[src/rtl/game_flow_controller.sv]
// Game-flow FSM: menu, per-level load/play, held OVER/PASS screens, lives,
// optional level timer and final clear screen.
module game_flow_controller #(
    parameter int unsigned NUM_LEVELS   = 4,
    parameter int unsigned LIVES        = 3,
    parameter int unsigned LEVEL_FRAMES = 0,
    parameter int unsigned HOLD_FRAMES  = 60,
    localparam int unsigned LW = (NUM_LEVELS > 1) ? $clog2(NUM_LEVELS) : 1
) (
    input  logic          Clk,
    input  logic          Reset,
    input  logic          frame_tick,
    input  logic          start_btn,
    input  logic          gameover,
    input  logic          gamewin,
    output logic          revive,
    output logic [LW-1:0] level,
    output logic [3:0]    lives_left,
    output logic [15:0]   time_left,
    output logic [2:0]    state_code,
    output logic          in_play
);

    localparam int unsigned HW = $clog2(HOLD_FRAMES + 1);

    typedef enum logic [2:0] {
        StMenu  = 3'd0,
        StLoad  = 3'd1,
        StPlay  = 3'd2,
        StOver  = 3'd3,
        StPass  = 3'd4,
        StClear = 3'd5
    } state_e;

    state_e        state_q, state_d;
    logic [LW-1:0] level_q, level_d;
    logic [3:0]    lives_q, lives_d;
    logic [15:0]   time_q, time_d;
    logic [HW-1:0] hold_q, hold_d;
    logic          btn_prev_q;
    logic          revive_q;

    logic start_edge, hold_done, timer_on, timeout, last_level;

    assign start_edge = start_btn & ~btn_prev_q;
    assign hold_done  = (hold_q == HW'(HOLD_FRAMES));
    assign timer_on   = (LEVEL_FRAMES != 0);
    assign timeout    = timer_on && frame_tick && (time_q == 16'd1);
    assign last_level = (level_q == LW'(NUM_LEVELS - 1));

    // State register
    always_ff @(posedge Clk) begin
        if (Reset) begin
            state_q <= StMenu;
        end else begin
            state_q <= state_d;
        end
    end

    // Next-state logic
    always_comb begin
        state_d = state_q;
        case (state_q)
            StMenu:  if (start_edge) state_d = StLoad;
            StLoad:  state_d = StPlay;
            StPlay: begin
                if (gameover)     state_d = StOver;
                else if (gamewin) state_d = StPass;
                else if (timeout) state_d = StOver;
            end
            StOver: begin
                if (hold_done) begin
                    if (lives_q == 4'd0) state_d = StMenu;
                    else if (start_edge) state_d = StLoad;
                end
            end
            StPass:  if (hold_done) state_d = last_level ? StClear : StLoad;
            StClear: if (start_edge) state_d = StMenu;
            default: state_d = StMenu;
        endcase
    end

    // Datapath next values, keyed off the current and next state
    always_comb begin
        level_d = level_q;
        lives_d = lives_q;
        time_d  = time_q;
        hold_d  = hold_q;
        if (state_q == StMenu && state_d == StLoad) begin
            level_d = '0;
            lives_d = 4'(LIVES);
        end
        if (state_q == StLoad) begin
            time_d = 16'(LEVEL_FRAMES);
        end
        if (state_q == StPlay) begin
            if (state_d == StOver && lives_q != 4'd0) begin
                lives_d = lives_q - 4'd1;
            end
            // Timeout lands on zero through the same decrement
            if (!gameover && !gamewin && timer_on && frame_tick && time_q != 16'd0) begin
                time_d = time_q - 16'd1;
            end
        end
        if (state_q == StPass && state_d == StLoad) begin
            level_d = level_q + LW'(1);
        end
        if (state_d != state_q) begin
            hold_d = '0;
        end else if ((state_q == StOver || state_q == StPass) && frame_tick && !hold_done) begin
            hold_d = hold_q + HW'(1);
        end
    end

    always_ff @(posedge Clk) begin
        if (Reset) begin
            level_q    <= '0;
            lives_q    <= 4'(LIVES);
            time_q     <= '0;
            hold_q     <= '0;
            btn_prev_q <= 1'b1;
            revive_q   <= 1'b0;
        end else begin
            level_q    <= level_d;
            lives_q    <= lives_d;
            time_q     <= time_d;
            hold_q     <= hold_d;
            btn_prev_q <= start_btn;
            revive_q   <= (state_d == StLoad);
        end
    end

    // Outputs
    always_comb begin
        revive     = revive_q;
        level      = level_q;
        lives_left = lives_q;
        time_left  = time_q;
        state_code = state_q;
        in_play    = (state_q == StPlay);
    end

endmodule
[config.mk]
export PLATFORM = sky130hd
export DESIGN_NAME = game_flow_controller
export DESIGN_NICKNAME = d
export VERILOG_FILES = /design/src/rtl/game_flow_controller.sv
export SDC_FILE = /design/constraint.sdc
export NUM_CORES = 1
export LEC_CHECK = 0
export ABC_AREA = 1
export CAP_MARGIN = 0
export CORE_MARGIN = 1.5
export CORE_UTILIZATION = 40
export DETAILED_ROUTE_END_ITERATION = 10
export PLACE_DENSITY = 0.77
export SKIP_CTS_REPAIR_TIMING = 1
export SYNTH_ARGS = -nofsm -noshare
export SYNTH_HDL_FRONTEND = slang
export SYNTH_SLANG_ARGS = --single-unit
[constraint.sdc]
create_clock -name Clk -period 2.6 [get_ports Clk]
set_clock_uncertainty 0.05 [all_clocks]
set_input_delay 0.52 -clock Clk [delete_from_list [all_inputs] [get_ports Clk]]
set_output_delay 0.52 -clock Clk [all_outputs]
set_load 0.01 [all_outputs]
==> out/results.txt, run 1 <==
Cell occurring most often along the worst timing path: sky130_fd_sc_hd__inv_2. The per-instance average area after synthesis is 7.21 µm², and the final setup violation count is 0. The run gives 1 as the H-tree depth. The number of buffers and inverters on the critical path is 3. Across the whole layout, storage elements account for 340 µm². At the worst endpoint, the required time is 2.03 ns.

After floorplanning, the core was divided into 19 placement rows. In this run the worst hold path is classified as flip-flop to flip-flop. Sequential-to-total area share from yosys stat: 0.292. Clock-pin slew was measured on the worst setup and hold paths at 0.10 ns. Dividing the detail-routed wire length by the instance count gives 9.82 µm. The layout cell share with drive strength beyond 1 is 0.156. In this run, the number of DRC markers left after iteration 0 of detailed routing was 19. The tools report the number of nets at the end of the flow as 191.

Total power per unit cell area: 368 nW/µm². The later pin in the worst-skew pair is clocked with a latency of 0.29 ns. From bottom edge to top edge, the die measures 57.0 µm.

The routed layout has 972 vias. The share of synthesized cell area in and, or, nand and nor gates is 0.349. From synthesis to final layout, the design area changed by 13.5%. Derived from the worst setup path, the maximum achievable clock frequency is 471 MHz.

The largest individual stage delay along the critical path comes from the cell sky130_fd_sc_hd__clkdlybuf4s50_1. The die covers 3250 µm². Yosys mapped the design onto 28 distinct sky130hd cell types. The final critical-path share of the clock period was 0.816; the number of antenna cells inserted was 0. The compound-gate portion of the synthesized area came out at 0.0697. The cell type group with the largest total delay on the critical path is buffers and inverters. In the routed design, unresolved DRC markers number 0. The logs give 0.299 mV for the worst voltage drop across the vdd grid and 0 for the overflow left after global routing.

The fraction of synthesized area in multiplexers works out to 0. The HPWL after detailed placement is 1.59 mm. Yosys printed 0 warnings.

Clock tree synthesis inserted a total of 3 buffers. The run gives 0 as the count of max-cap constraint violations. The critical path goes through inv_2 > nand3_2 > inv_2 > clkdlybuf4s50_1. The max-slew violation count was 0; the flip-flop and latch count after synthesis was 17.

The fraction of synthesized cell area in xor and xnor cells was 0.0525. The multi-input logic area is 661 µm². For the worst setup path, the data arrival time is 1.55 ns. The run gives 0 as the antenna violation net count after detailed routing. For this block, the routed nets add up to 2.07 mm of wire. The largest stage delay on the critical path was 0.53 ns.

The detailed-route vias per instance is 4.61. The overall routing resource usage is 0.135, and the maximum fanout along the worst path is 5. The count of pins on the block boundary was 33. The tools report the endpoint class of the critical path as an output pin. The worst setup path is launched from a flip-flop. Setup repair after global routing left no endpoint under its margin. The mapped netlist covers 1170 µm². The run gives 0 as the hold violation total from the final report.

The initial antenna violation count was 0; the instance count of the mapped netlist was 162. The width of the die came out at 57.0 µm. The post-synthesis share of cell area spent on full adders, half adders and majority gates is 0.0429. TritonCTS built the clock tree. The tightest hold path in the finished design has a slack of 0.448 ns. The logs give 17 for the clock sink count and 3.53 mm for the first-pass GRT wire length. The pin count of the biggest net entering global routing is 10. The worst setup path is of the flip-flop to output pin kind.

The tools report the leakage power of the design as 0.651 nW. The master cell of the clock root buffer is sky130_fd_sc_hd__clkbuf_4. The dominant combinational cell family by area after synthesis is simple AND/OR/NAND/NOR gates.

The number of global-route vias before repair is 841, and the total negative setup slack is 0 ns. The first detailed-routing pass took 4 iterations. The filler cells instantiated in the layout total 274. The flow ran to the end, and the final reports show no timing, DRC or antenna violations.

Counting along the longest clock path gives a buffer depth of 2. For the final RePlAce weighted congestion, the log shows 0.800. The starting density of the core was 0.423; the core box area was 2760 µm². The worst path in the final design needs a cycle of 2.12 ns, including I/O delays and setup. The count of buffers added on input and output ports is 16.
## layer usage
layer  track usage  share of wire  vias up
met2         0.227           0.45       23
met5             0              0        -
met3        0.0249          0.045        4
met4        0.0399         0.0092        0
met1         0.176           0.50      433
li1              -              -      512
## tightest hold or removal path: stages (launching register included)
cell	delay, ns
sky130_fd_sc_hd__dfxtp_1	0.34
sky130_fd_sc_hd__nand2_1	0.07
sky130_fd_sc_hd__a21oi_1	0.05
## per-stage QoR
| stage | cell area (µm²) | utilization | total power [W] | setup slack [ns] | instances |
|---|---|---|---|---|---|
| 6_report | 1330 | 0.480 | 0.000487 | 0.477 | 211 |
| 3_3_place_gp | 1300 | 0.471 | 0.000352 | 0.461 | 207 |
| 4_1_cts | 1330 | 0.480 | 0.000491 | 0.482 | 211 |
| 2_1_floorplan | 1220 | - | 0.000346 | 1.07 | 177 |
| 3_5_place_dp | 1300 | 0.471 | 0.000353 | 0.425 | 207 |
| 5_1_grt | 1330 | 0.480 | 0.000513 | 0.400 | 211 |
## cell usage in the layout, fill, tap and decap left out
cell | synthesis | routed
sky130_fd_sc_hd__nand2_1 | 30 | 30
sky130_fd_sc_hd__inv_1 | 21 | 21
sky130_fd_sc_hd__dfxtp_1 | 17 | 17
sky130_fd_sc_hd__conb_1 | 1 | 16
sky130_fd_sc_hd__clkdlybuf4s50_1 | 0 | 16
sky130_fd_sc_hd__nor2_1 | 15 | 15
sky130_fd_sc_hd__a21oi_1 | 8 | 8
sky130_fd_sc_hd__nand3_1 | 6 | 6
sky130_fd_sc_hd__xor2_1 | 6 | 6
sky130_fd_sc_hd__nor2_2 | 5 | 5
sky130_fd_sc_hd__nand2_2 | 5 | 5
sky130_fd_sc_hd__inv_2 | 4 | 4
sky130_fd_sc_hd__ha_1 | 4 | 4
sky130_fd_sc_hd__nand3_2 | 3 | 3
sky130_fd_sc_hd__o21ai_0 | 3 | 3
sky130_fd_sc_hd__nand4_1 | 3 | 3
sky130_fd_sc_hd__clkbuf_4 | 0 | 3
sky130_fd_sc_hd__nor2_4 | 2 | 2
sky130_fd_sc_hd__nand2_4 | 2 | 2
sky130_fd_sc_hd__o211ai_1 | 2 | 2
sky130_fd_sc_hd__nand3b_4 | 1 | 1
sky130_fd_sc_hd__clkinv_2 | 1 | 1
sky130_fd_sc_hd__nand3_4 | 1 | 1
sky130_fd_sc_hd__nor3_2 | 1 | 1
sky130_fd_sc_hd__a31oi_1 | 1 | 1
sky130_fd_sc_hd__nor3_1 | 1 | 1
sky130_fd_sc_hd__xnor2_1 | 1 | 1
sky130_fd_sc_hd__o21ai_1 | 1 | 1
sky130_fd_sc_hd__clkbuf_1 | 1 | 1
## flip-flops by register name (all words and copies together) (netlist names)
name / cells
hold_q: 6
state_code: 3
btn_prev_q: 1
revive: 1
lives_left: 4
level: 2
## power breakdown
group,leakage [nW],internal (W),switching [W]
logic,0.498,0.0000283,0.0000498
clock network,0.0150,0.0000596,0.0000804
registers,0.138,0.000264,0.00000481
total,0.651,0.000352,0.000135
## synth_stat cells
master,n,area (µm²)
sky130_fd_sc_hd__a21oi_1,8,40.0
sky130_fd_sc_hd__nand4_1,3,18.8
sky130_fd_sc_hd__nand3_1,6,30.0
sky130_fd_sc_hd__conb_1,1,3.75
sky130_fd_sc_hd__nand3b_4,1,20.0
sky130_fd_sc_hd__inv_1,21,78.8
sky130_fd_sc_hd__o21ai_1,1,5.00
sky130_fd_sc_hd__o211ai_1,2,15.0
sky130_fd_sc_hd__xnor2_1,1,8.76
sky130_fd_sc_hd__nand2_2,5,31.3
sky130_fd_sc_hd__nand3_4,1,17.5
sky130_fd_sc_hd__nor3_1,1,5.00
sky130_fd_sc_hd__nor3_2,1,10.0
sky130_fd_sc_hd__nor2_4,2,22.5
sky130_fd_sc_hd__nor2_2,5,31.3
sky130_fd_sc_hd__clkinv_2,1,5.00
sky130_fd_sc_hd__clkbuf_1,1,3.75
sky130_fd_sc_hd__nand2_1,30,113
sky130_fd_sc_hd__ha_1,4,50.1
sky130_fd_sc_hd__inv_2,4,15.0
sky130_fd_sc_hd__nand2_4,2,22.5
sky130_fd_sc_hd__nand3_2,3,30.0
sky130_fd_sc_hd__a31oi_1,1,6.26
sky130_fd_sc_hd__dfxtp_1,17,340
sky130_fd_sc_hd__o21ai_0,3,15.0
sky130_fd_sc_hd__buf_4,16,120
sky130_fd_sc_hd__nor2_1,15,56.3
sky130_fd_sc_hd__xor2_1,6,52.6
## path summary, 6_finish.rpt
| kind | startpoint | endpoint | slack [ns] | depth (start not counted) |
|---|---|---|---|---|
| min | level[1] | level[1] | 0.45 | 2 |
| max reg2reg | hold_q[0] | hold_q[5] | 0.92 | 10 |
| min reg2reg | level[1] | level[1] | 0.45 | 2 |
| max | state_code[2] | in_play | 0.48 | 4 |
## logic make-up (layout without fill, tap and decap cells)
kind of cell	after synthesis	count (layout)
AOI/OAI and AO/OA	15	15
xor gates and xnor gates	7	7
adders and majority gates	4	4
buffers and inverters	43	46
DFF	17	17
other	1	16
and+or+nand+nor	75	75
## cell type report
type	instances	area share
multi-input cells	117	0.499
flip-flops and latches	17	0.257
repair buffers	16	0.121
inverters	26	0.0746
well taps	31	0.0293
clock buffers	4	0.0198
Power figures use the tool's default switching activity.
==> inputs of run 2 (changes only) <==
clock period = 2.03 ns   (was 2.6 ns; I/O delays follow)
==> out/results.txt, run 2 (synthesized netlist as in run 1, its figures left out) <==
The run finished with clean final reports. The logs give 4 (unchanged) for the iteration count of the initial detailed-routing pass and 210 (+1.4%) for the number of instances in the placed design. The per-cell routed wire length was 9.51 µm (-3.1%).

Width of the die: 57.0 µm (unchanged). The critical path required time is 1.57 ns (-0.46 ns), and the die boundary height is 57.0 µm (unchanged). The tools report the layout filler cell count as 279 (+1.8%).

The die area is 3250 µm² (unchanged), and the clock period minus worst slack is 1.93 ns. The top cell types in the final layout, fill and taps aside, are 30 x sky130_fd_sc_hd__nand2_1, 21 x sky130_fd_sc_hd__inv_1, 16 x sky130_fd_sc_hd__conb_1, 16 x sky130_fd_sc_hd__clkdlybuf4s50_1. The final critical-path share of the clock period was 0.951.

Timing would allow up to 518 MHz. The run gives 0 (unchanged) as the count of max-cap constraint violations. The tools report the capturing point of the worst reg2reg path as hold_q[5]. Number of buffer and inverter stages on the critical path: 3 (unchanged). Setup repair after global routing left no endpoint under its margin. The relative contribution of the clock network to total power was 0.292 (+0.005); the switching fraction of total power was 0.286 (+0.00925). The critical path is of the flip-flop to output pin type. The detailed-route vias per instance is 4.51 (-2.1%). The clock sink count was 17 (unchanged); the starting DRC count in detailed routing was 9 (-10). The logs give 2 (unchanged) for the maximum count of clock buffers along a single path and 1.47 ns (-0.08 ns) for the data arrival time at the worst-slack endpoint. The library cell used most frequently in the layout, excluding fill and tap cells, is sky130_fd_sc_hd__nand2_1.

The depth of the worst register-to-register path works out to 10 (unchanged). The tools report the switching power as 0.000182 W (+35%). The final setup violation count was 0 (unchanged).

The tools report the logic gate share of total power as 0.166 (+0.006). In this design, the largest share of critical-path delay is due to buffers and inverters. The first-pass GRT wire length is 3.56 mm (+0.79%), and the layout cell share with drive strength beyond 1 is 0.186 (+0.0302).

The tools report the number of antenna cells inserted as 0 (unchanged). STA classifies the critical path startpoint as a flip-flop. The detailed-route wire length is 2.04 mm (-1.7%), and the total negative setup slack is 0 ns (unchanged). The critical path goes through inv_2 > nand3_4 > inv_2 > clkdlybuf4s50_1.

The maximum fanout along the worst path was 5 (unchanged). Slowest stage cell on the critical path: sky130_fd_sc_hd__clkdlybuf4s50_1. The number of global-route vias before repair was 884 (+5.1%); the number of logic stages on the critical path including buffering was 4 (unchanged).

The starting density of the core came out at 0.423 (unchanged). The tools report the H-tree depth as 1 (unchanged). In this run the worst setup path begins at state_code[2].

In this run the critical register-to-register path is launched from hold_q[0]. The max-slew violation count came out at 0 (unchanged). The total power per unit cell area was 467 nW/µm² (+27%). The flip-flop count of the largest register after layout works out to 6 (unchanged). The slack of the worst reg-to-reg path came out at 0.37 ns (-0.55 ns). The endpoint class of the critical path was an output pin. The tools report the core box area as 2760 µm² (unchanged).

Internal power contribution: 0.000453 W (+29%). The sequential cell fraction of total power is 0.542 (-0.011), and the synthesis-to-layout area growth is 16.4%. The tools report the number of nets at the end of the flow as 194 (+1.6%). The HPWL after detailed placement was 1.61 mm (+1.1%); the latest clock arrival within the worst-skew pair was 0.30 ns (about the same).

The initial antenna violation count was 0 (unchanged). For the pin count of the biggest net entering global routing, the log shows 11 (+1). For the overflow left after global routing, the log shows 0 (unchanged). The worst setup path endpoint is in_play.

The run gives 0 (unchanged) as the detailed-route DRC error count. The fraction of the core area covered by cells at the end of the flow came out at 0.493 (+0.0123). The TritonCTS buffer count was 3 (unchanged); the clock transition at the registers of the reported paths was 0.10 ns (about the same). In this run the worst hold path is classified as flip-flop to flip-flop. The run gives 0.277 mV (-7.1%) as the worst voltage drop across the vdd grid. Master cell of the clock root buffer: sky130_fd_sc_hd__clkbuf_4. The most numerous cell type found on the critical path is sky130_fd_sc_hd__inv_2. TritonCTS built the clock tree. The run gives 0.806 (+0.70%) as the final RePlAce weighted congestion. Final standard cell count with taps included and fillers excluded: 214 (+1.4%).

The hold violation total from the final report is 0 (unchanged). The largest stage delay on the critical path is 0.53 ns (about the same). Ranked by flip-flop count, first place goes to hold_q.

The tools report the count of pins on the block boundary as 33 (unchanged). The tools report the number of cell rows as 19 (unchanged). The number of vias after detailed routing came out at 965 (-0.72%). For the leakage power of the design, the log shows 0.670 nW (+2.9%).

The count of input and output buffers came out at 16 (unchanged). The antenna violation net count after detailed routing is 0 (unchanged), and the overall routing resource usage is 0.137 (+0.00188).
==> run 2: layout make-up <==
cell class / count / area, µm² / area share
Multi-Input combinational cell: 117 / 668 / 0.492
Sequential cell: 17 / 343 / 0.252
Timing Repair Buffer: 19 / 183 / 0.134
Inverter: 26 / 98.8 / 0.0727
Tap cell: 31 / 38.8 / 0.0285
Clock buffer: 3 / 22.5 / 0.0166
Clock inverter: 1 / 5.00 / 0.00368
==> run 2: through the flow <==
stage	total power (W)	instance area [µm²]	hold slack [ns]	setup WS, ns
3_5_place_dp	0.000455	1320	0.428	0.0447
5_1_grt	0.000667	1360	0.468	0.0185
6_report	0.000635	1360	0.439	0.0995
2_1_floorplan	0.000443	1220	0.449	0.500
4_1_cts	0.000641	1350	0.445	0.0226
3_3_place_gp	0.000455	1320	0.425	0.0864
==> run 2: worst min path at each step <==
stage,startpoint,to,slack [ns],cells after the start
2_1_floorplan,level[1],level[1],0.45,2
3_3_place_gp,level[1],level[1],0.43,2
3_5_place_dp,level[1],level[1],0.43,2
4_1_cts,level[1],level[1],0.45,2
5_1_grt,level[1],level[1],0.47,2
6_report,level[1],level[1],0.44,2
==> run 2: power groups by stage <==
stage	Sequential [W]	Clock (W)	Combinational (W)
3_3_place_gp	0.000351	0	0.000104
4_1_cts	0.000343	0.000193	0.000105
5_1_grt	0.000345	0.000204	0.000118
6_report	0.000344	0.000185	0.000106
3_5_place_dp	0.000351	0	0.000104
2_1_floorplan	0.000353	0	0.0000900
==> run 2: tightest hold or removal path, cell delays in order, from the launching register on <==
cell and delay [ns]:
sky130_fd_sc_hd__dfxtp_1 0.34, sky130_fd_sc_hd__nand2_1 0.06, sky130_fd_sc_hd__a21oi_1 0.05
==> run 2: metal layers <==
layer	wire [µm]	GRT usage	vias up
li1	-	-	513
met1	993	0.169	424
met2	896	0.217	23
met3	100	0.0295	5
met4	45	0.0831	0
met5	0	0	-
